[src/rtl/reg3_pkg.sv]
// Shared constants for the 3-bit register serial front end:
// register width, command opcodes and loader FSM state encoding.
package reg3_pkg;

   localparam int REG_W = 3;

   localparam logic [1:0] OP_LOAD = 2'b00;
   localparam logic [1:0] OP_SET  = 2'b01;
   localparam logic [1:0] OP_CLR  = 2'b10;
   localparam logic [1:0] OP_RSVD = 2'b11;

   localparam logic [2:0] S_IDLE      = 3'd0;
   localparam logic [2:0] S_OP        = 3'd1;
   localparam logic [2:0] S_DATA      = 3'd2;
   localparam logic [2:0] S_PAR       = 3'd3;
   localparam logic [2:0] S_STOP      = 3'd4;
   localparam logic [2:0] S_WAIT_IDLE = 3'd5;

endpackage

[src/rtl/ser_shift_cap.sv]
// LSB-first serial capture: N-bit shift register with a bit counter.
// done is high on the shift that brings in the N-th bit.
module ser_shift_cap #(
   parameter int N  = 5,
   parameter int CW = 3
) (
   input  logic         clock,
   input  logic         reset,
   input  logic         clr,
   input  logic         shift,
   input  logic         din,
   output logic [N-1:0] data,
   output logic         done
);

   logic [CW-1:0] cnt;

   always_ff @(posedge clock or negedge reset) begin
      if (!reset) begin
         data <= '0;
         cnt  <= '0;
      end else if (clr) begin
         data <= '0;
         cnt  <= '0;
      end else if (shift) begin
         // first bit received ends up in data[0]
         data <= {din, data[N-1:1]};
         cnt  <= cnt + 1'b1;
      end
   end

   assign done = shift && (cnt == CW'(N - 1));

endmodule

[src/rtl/reg3_serial_loader.sv]
// Serial command front end: decodes start/op/data/parity/stop frames into
// single-cycle write pulses for register3_bit. All outputs are flopped.
module reg3_serial_loader
   import reg3_pkg::*;
#(
   parameter int WIDTH = REG_W,
   parameter int CNT_W = 2
) (
   input  logic             clock,
   input  logic             reset,
   input  logic             bit_en,
   input  logic             ser_in,
   output logic [WIDTH-1:0] reg_in,
   output logic             reg_load,
   output logic             reg_set,
   output logic             reg_clr,
   output logic             busy,
   output logic             frame_err,
   output logic             parity_err,
   output logic             cmd_err
);

   localparam int CAP_N  = WIDTH + 2;
   localparam int CAP_CW = $clog2(CAP_N);

   logic [2:0]       state;
   logic [2:0]       state_next;
   logic [CNT_W-1:0] bit_cnt;
   logic             par_acc;
   logic             cap_clr;
   logic             cap_shift;
   logic             cap_done;
   logic [CAP_N-1:0] cap_data;
   logic [1:0]       cap_op;
   logic [WIDTH-1:0] cap_val;

   ser_shift_cap #(
      .N  (CAP_N),
      .CW (CAP_CW)
   ) u_cap (
      .clock (clock),
      .reset (reset),
      .clr   (cap_clr),
      .shift (cap_shift),
      .din   (ser_in),
      .data  (cap_data),
      .done  (cap_done)
   );

   assign cap_op  = cap_data[1:0];
   assign cap_val = cap_data[WIDTH+1:2];

   always_comb begin
      state_next = state;
      cap_clr    = 1'b0;
      cap_shift  = 1'b0;
      if (bit_en) begin
         case (state)
            S_IDLE: begin
               if (!ser_in) begin
                  state_next = S_OP;
                  cap_clr    = 1'b1;
               end
            end
            S_OP: begin
               cap_shift = 1'b1;
               if (bit_cnt == CNT_W'(1))
                  state_next = S_DATA;
            end
            S_DATA: begin
               cap_shift = 1'b1;
               if (cap_done)
                  state_next = S_PAR;
            end
            S_PAR:       state_next = S_STOP;
            S_STOP:      state_next = ser_in ? S_IDLE : S_WAIT_IDLE;
            S_WAIT_IDLE: if (ser_in) state_next = S_IDLE;
            default:     state_next = S_IDLE;
         endcase
      end
   end

   always_ff @(posedge clock or negedge reset) begin
      if (!reset) begin
         state      <= S_IDLE;
         bit_cnt    <= '0;
         par_acc    <= 1'b0;
         reg_in     <= '0;
         reg_load   <= 1'b0;
         reg_set    <= 1'b0;
         reg_clr    <= 1'b0;
         busy       <= 1'b0;
         frame_err  <= 1'b0;
         parity_err <= 1'b0;
         cmd_err    <= 1'b0;
      end else begin
         state      <= state_next;
         busy       <= (state_next != S_IDLE);
         reg_load   <= 1'b0;
         reg_set    <= 1'b0;
         reg_clr    <= 1'b0;
         frame_err  <= 1'b0;
         parity_err <= 1'b0;
         cmd_err    <= 1'b0;
         if (bit_en) begin
            case (state)
               S_IDLE: begin
                  bit_cnt <= '0;
                  par_acc <= 1'b0;
               end
               S_OP: begin
                  bit_cnt <= bit_cnt + 1'b1;
                  par_acc <= par_acc ^ ser_in;
               end
               S_DATA, S_PAR: par_acc <= par_acc ^ ser_in;
               S_STOP: begin
                  // a bad stop bit overrides parity and opcode checks
                  if (!ser_in)
                     frame_err <= 1'b1;
                  else if (par_acc)
                     parity_err <= 1'b1;
                  else begin
                     case (cap_op)
                        OP_LOAD: begin
                           reg_load <= 1'b1;
                           reg_in   <= cap_val;
                        end
                        OP_SET:  reg_set <= 1'b1;
                        OP_CLR:  reg_clr <= 1'b1;
                        default: cmd_err <= 1'b1;
                     endcase
                  end
               end
               default: ;
            endcase
         end
      end
   end

endmodule
[config.mk]
export PLATFORM = sky130hd
export DESIGN_NAME = reg3_serial_loader
export DESIGN_NICKNAME = d
export VERILOG_FILES = /design/src/rtl/reg3_pkg.sv /design/src/rtl/ser_shift_cap.sv /design/src/rtl/reg3_serial_loader.sv
export SDC_FILE = /design/constraint.sdc
export NUM_CORES = 1
export LEC_CHECK = 0
export ABC_CLOCK_PERIOD_IN_PS = 1400
export CORE_MARGIN = 2
export CORE_UTILIZATION = 40
export CTS_BUF_LIST = sky130_fd_sc_hd__clkbuf_8
export DETAILED_ROUTE_END_ITERATION = 10
export GPL_TIMING_DRIVEN = 0
export PLACE_DENSITY = 0.6
export SETUP_SLACK_MARGIN = 0.4
export SLEW_MARGIN = 10
export SYNTH_ARGS = -nofsm -noshare
export SYNTH_HDL_FRONTEND = slang
export SYNTH_SLANG_ARGS = --single-unit
[constraint.sdc]
create_clock -name clock -period 1.4 [get_ports clock]
set_input_delay 0.21 -clock clock [delete_from_list [all_inputs] [get_ports clock]]
set_output_delay 0.21 -clock clock [all_outputs]
set_load 0.01 [all_outputs]
# Yosys cells after proc, flatten, opt, wreduce, memory -nomap -nowiden

Cells that the tools add are included.

Register bits: 24
Output and inout bits: 10
Logic and storage cells: 83
Input bits: 4

Multiplexer cells: 44
Reductions and logical operators: 13
Bitwise logic cells: 2
Add/subtract/negate cells: 2
Eq/ne operators: 9

Operator list:

| operator            | count |
|---|---|
| $mux 1              | 31 |
| $mux 3              | 8 |
| $pmux 3 s6          | 1 |
| $mux 5              | 2 |
| $eq 3x3->1 const B  | 3 |
| $eq 3x2->1 const B  | 2 |
| $reduce_bool 2->1   | 3 |
| $reduce_or 3->1     | 2 |
| $reduce_and 5->1    | 1 |
| $eq 2x1->1 const B  | 2 |
| $pmux 2 s2          | 1 |
| $reduce_and 2->1    | 2 |
| $add 3x1->3 const B | 1 |
| $eq 3x1->1 const B  | 1 |
| $logic_not 3->1     | 1 |
| $reduce_bool 3->1   | 1 |
| $add 2x1->2 const B | 1 |
| $eq 2x2->1 const B  | 1 |
| $logic_not 2->1     | 1 |
| $pmux 1 s2          | 1 |
| $reduce_or 2->1     | 1 |
| $logic_and 1x1->1   | 1 |
| $not 1->1           | 1 |
| $xor 1x1->1         | 1 |

# Depth between registers and ports, before layout

Word-level depth: 9
Depth in mapped cells: 6
Gate-level depth less buffers: 6

# Hierarchy

A second synthesis with hierarchy kept.

Cells, all modules: 101
Area total of the unflattened synthesis: 1138.6 um^2

By module, submodules not included:

| module             | times used | area each (um^2) | sequential area each (um^2) | cells an instance |
|---|---|---|---|---|
| reg3_serial_loader | 1          | 762.0            | 400.4                       | 69 |
| ser_shift_cap      | 1          | 376.6            | 200.2                       | 32 |

# Worst setup path after synthesis

OpenSTA, ideal clock, no wires.

Kind: register to register
From: register state[1]
To: register reg_in[0]
Buffers on the path: 0
Setup time: 0.125 ns
Period minus slack after synthesis: 1.523 ns
Data arrival time: 1.398 ns
Path slack: -0.123 ns
Stages on the path, launching flop included: 5
Data required time: 1.275 ns
Path through: dfrtp_1 > nor2_4 > nand4_4 > or3_4 > mux2_4

Longest elaborated chain between the ends: 2

RTL lines:

| item                              | RTL line                  | RTL |
|---|---|---|
| start, declared                   | reg3_serial_loader.sv:26  | `logic [2:0] state;` |
| start signal, assigned            | reg3_serial_loader.sv:97  | `state <= state_next;` |
| $eq 3x3->1                        | reg3_serial_loader.sv:106 | `case (state)` |
| $reduce_and 5->1 (no source line) | --                        |  |
| end signal, assigned              | reg3_serial_loader.sv:126 | `reg_in <= cap_val;` |
| end, declared                     | reg3_serial_loader.sv:13  | `output logic [WIDTH-1:0] reg_in,` |

Every way passes these cells.
A chain may end at the register's enable or synchronous reset.

# Worst setup path in the final report

From: register state[0]
To: register reg_in[2]

Same word-level chain as after synthesis.

==> results list <==
* Outcome: finished, violations left
- The checks that failed: negative setup slack.
* Flop and latch count out of synthesis: 24
- Iteration-0 DRC count of the detailed router: 22
- The first global-routing pass estimated around 5700 um of wire.
- The initialized floorplan defines 20 standard-cell rows.
- Number of vias per cell: about 5.6
- The largest total area in the synthesized netlist belongs to dfrtp_1.
- Fraction of final layout cells with drive strength greater than 1: 0.580
- Mean cell area of the mapped netlist: ~10 sq um
* Final weighted congestion in routability-driven placement: a little under 0.9
- The number of failing hold endpoints at the final stage is 0.
* Slew margin rel.: 0.596
* Unique cell type count in the Yosys netlist: 38
- After synthesis, the most frequently instantiated cells are dfrtp_1 (24), o21ai_0 (16), inv_1 (10), nand2_1 (10).
- Comb pwr share: 0.603
- Endpoint arrival time on the critical path: between 1.5 and 2 ns
- The signal on the critical path passes through nor2_4, nand4_4, or3_4, mux2_4.
* CTS Hold Bufs: 0
- Setup slack of the critical path after layout: -0.123 ns
- STA classifies the critical path endpoint as a flip-flop.
- Summing over every cut layer, the via total after detailed routing is 1,165.
* Fin Clk Skew: approximately 0.0032 ns
* Slew @ Worst Pin: between 0.6 and 0.7 ns
- Fraction of the yosys area taken by sequential cells: 0.480
- Master cell of the clock root buffer: clkbuf_8
- The endpoint identified for the worst register-to-register timing path is reg_in[2].
* Switching power: roughly 1.6 mW
* Standard cell with the maximum stage delay on the critical path: dfrtp_2
- Detail Route Antenna Nets: 0
- Clock network fraction of design power: 0.119
- The HPWL after detailed placement is about 1800 um.
- Syn_nets: 130
- In this run the vertical extent of the chip is roughly 60 um.
- Summed over all layers, the global routing overflow is 0.
- Internal power comes to approximately 2.5 mW.
- Compared with the post-synthesis result, the final layout area differs by 65.5%.
- TritonCTS created 3 clock buffers.
* Largest net degree at the start of global routing: 25
- Sorting the synthesized cells by area gives the leading types as dfrtp_1 (48%), o21ai_0 (6.4%), ha_1 (4.0%).
* Fin Hold WS: ~0.025 ns
* Die area: roughly 0.0036 sq mm
* Initial core utilization: 0.416
- The clock net in this run drives a total of 24 sinks.
* Count of max-cap constraint violations: 0
* Yosys top cell area share: 0.480
- After routing, the total negative slack on setup checks comes to -0.697 ns.
* Power share of the sequential group: 0.278
* Total I/O pin count: 14
- Setup repair after global routing could not meet its margin everywhere.
- Slowest Stage Delay on Critical Path: about 0.46 ns
* Most instantiated flip-flop cell in the synthesis netlist: dfrtp_1
* Power consumption: ~4.1 mW
- Clock-pin slew was measured on the worst setup and hold paths at about 0.09 ns.
- The die is ~60 um wide.
- In this run the standard cell core region covers approximately 0.0030 sq mm.
- The worst setup path is launched from a flip-flop.
* Warning count from the yosys run: 0
- Number of global-route vias before repair: ~1,200
* Classification of the worst-slack hold path: input port to async pin
- Of all flip-flops after synthesis, the portion carrying an async set or reset was 1.00.
- Final-report max-slew violation count: 0
- Number of nets at the end of the flow: 183
- Crit path kind: flip-flop to flip-flop
- For this run, design rule violations remaining after detail routing come to 0.
* R2r setup slk: -0.12 ns
- Diode count: 0
* Drt wl/cell: approximately 18 um
* R2r worst-path depth: 4
- In this run the worst path has a maximum fanout of 4.
* Final clock period utilization by the worst path: 1.09
- Time the final worst path needs with I/O delays and setup: between 1.5 and 2 ns
- The cell area that synthesis handed to floorplanning was about 0.0012 sq mm.
- Number of antenna violations at the first check in global routing: 0
- CTS built an H-tree with a depth of 1.
- Clock tree from TritonCTS: built
- The clock passes through at most 2 buffers.
- Leakage power of the design: 0.960 nW
* Leading cell type by number of instances after synthesis: dfrtp_1
* F_max: about 660 MHz
- Of the total power, the share spent switching nets is 0.386.
- Final setup viols: 10
* Count of input and output buffers: 12
* Finished Layout Cells: slightly above 200
- The clock reaches the later pin of the worst-skew pair after between 0.2 and 0.3 ns.
* Placed Cells incl. Taps: between 150 and 200
- Number of enable-type register cells in the synthesized netlist: 0
- Detailed-routing iteration count for the pre-antenna-repair pass: 4
* Total Routed Length: 3630 um
* Post-synthesis instance total: around 120
- Across the VDD grid, the largest voltage drop is just over 0.001 V.
- Final Core Density: 0.689
- CP required: 1.57 ns
- For this design the ratio of total power to cell area is 1980 mW/mm^2.
- Reg-to-Reg Start: state[0]
* All-Layer GR Usage: 0.224
## placed cells by master (no fill, tap or decap), types with 3 or more instances in the layout
| cell type | count |
|---|---|
| buf_4 | 21 |
| o21ai_0 | 4 |
| mux2_4 | 4 |
| clkbuf_8 | 4 |
| nand2b_4 | 3 |
| nand2_2 | 5 |
| dfrtp_1 | 22 |
| ha_1 | 3 |
| buf_6 | 17 |
| a31oi_1 | 3 |
| nand2_1 | 4 |
| o21a_1 | 4 |
| nor2_1 | 3 |
| o21ai_1 | 10 |
| a32oi_1 | 3 |
| inv_1 | 8 |
| buf_2 | 10 |
## per-stage QoR
step	cell area, sq um	setup slack, ns
6_report	2070	-0.123
5_1_grt	2070	-0.157
4_1_cts	1890	-0.143
3_5_place_dp	1460	-0.570
3_3_place_gp	1460	-0.557
2_1_floorplan	1300	-0.117
## registers in the layout (all words and copies together), names as in the netlist, 2 cells and up
signal,cells
bit_cnt,2
reg_in,3
u_cap.cnt,3
state,3
u_cap.data,5
## repair_timing
item / 4_1_cts / 5_1_grt
cloned: 1 / 0
setup buffers: 25 / 10
gates resized for setup: 90 / 22
pin swaps: 12 / 15
setup endpoints to repair: 56 / 32
## worst max-delay path: cells and delay by family, from the launching register on
| kind | cells | cell delay (ns) |
|---|---|---|
| multiplexers | 1 | 0.30 |
| AND/OR/NAND/NOR | 3 | 0.65 |
| flip-flops | 1 | 0.46 |
## area by class of cell
| class | instances | area (sq um) |
|---|---|---|
| tap | 33 | 41.3 |
| fill | 199 | 935 |
| clock buffer | 4 | 55.1 |
| multi-input combinational | 81 | 800 |
| buffer | 7 | 106 |
| sequential | 24 | 603 |
| inverter | 10 | 45.0 |
| timing repair buffer | 48 | 418 |
## routing by layer
layer / up-vias / track usage / share of wire
met2: 31 / 0.376 / 0.51
li1: 536 / - / -
met4: 0 / 0.165 / 0.051
met1: 579 / 0.259 / 0.41
met3: 19 / 0.0281 / 0.028
met5: - / 0 / 0
## how the worst max path moves through the flow
stage | startpoint | end | slack (ns) | cells past startpoint
global placement | ser_in | reg_in[2] | -0.56 | 6
floorplan | par_acc | reg_in[0] | -0.12 | 4
global route | par_acc | reg_in[2] | -0.16 | 4
finish | state[0] | reg_in[2] | -0.12 | 4
CTS | par_acc | reg_in[2] | -0.14 | 4
detailed placement | ser_in | reg_in[2] | -0.57 | 6
## power groups by stage
stage          sequential (mW)  clock, mW  combinational [mW]
2_1_floorplan             1.11          0               0.888
3_3_place_gp              1.12          0                1.18
3_5_place_dp              1.13          0                1.22
4_1_cts                   1.10      0.492                2.04
5_1_grt                   1.16      0.525                2.62
6_report                  1.14      0.488                2.47
## cell families after synthesis
| group | share of synthesized area |
|---|---|
| AO/OA/AOI/OAI | 0.186 |
| adder cells (fa/ha/maj) | 0.0400 |
| buffers and inverters | 0.0631 |
| flip-flops | 0.480 |
| multiplexers | 0.0531 |
| AND/OR/NAND/NOR | 0.177 |
No activity file was read; power rests on OpenSTA's default activity.
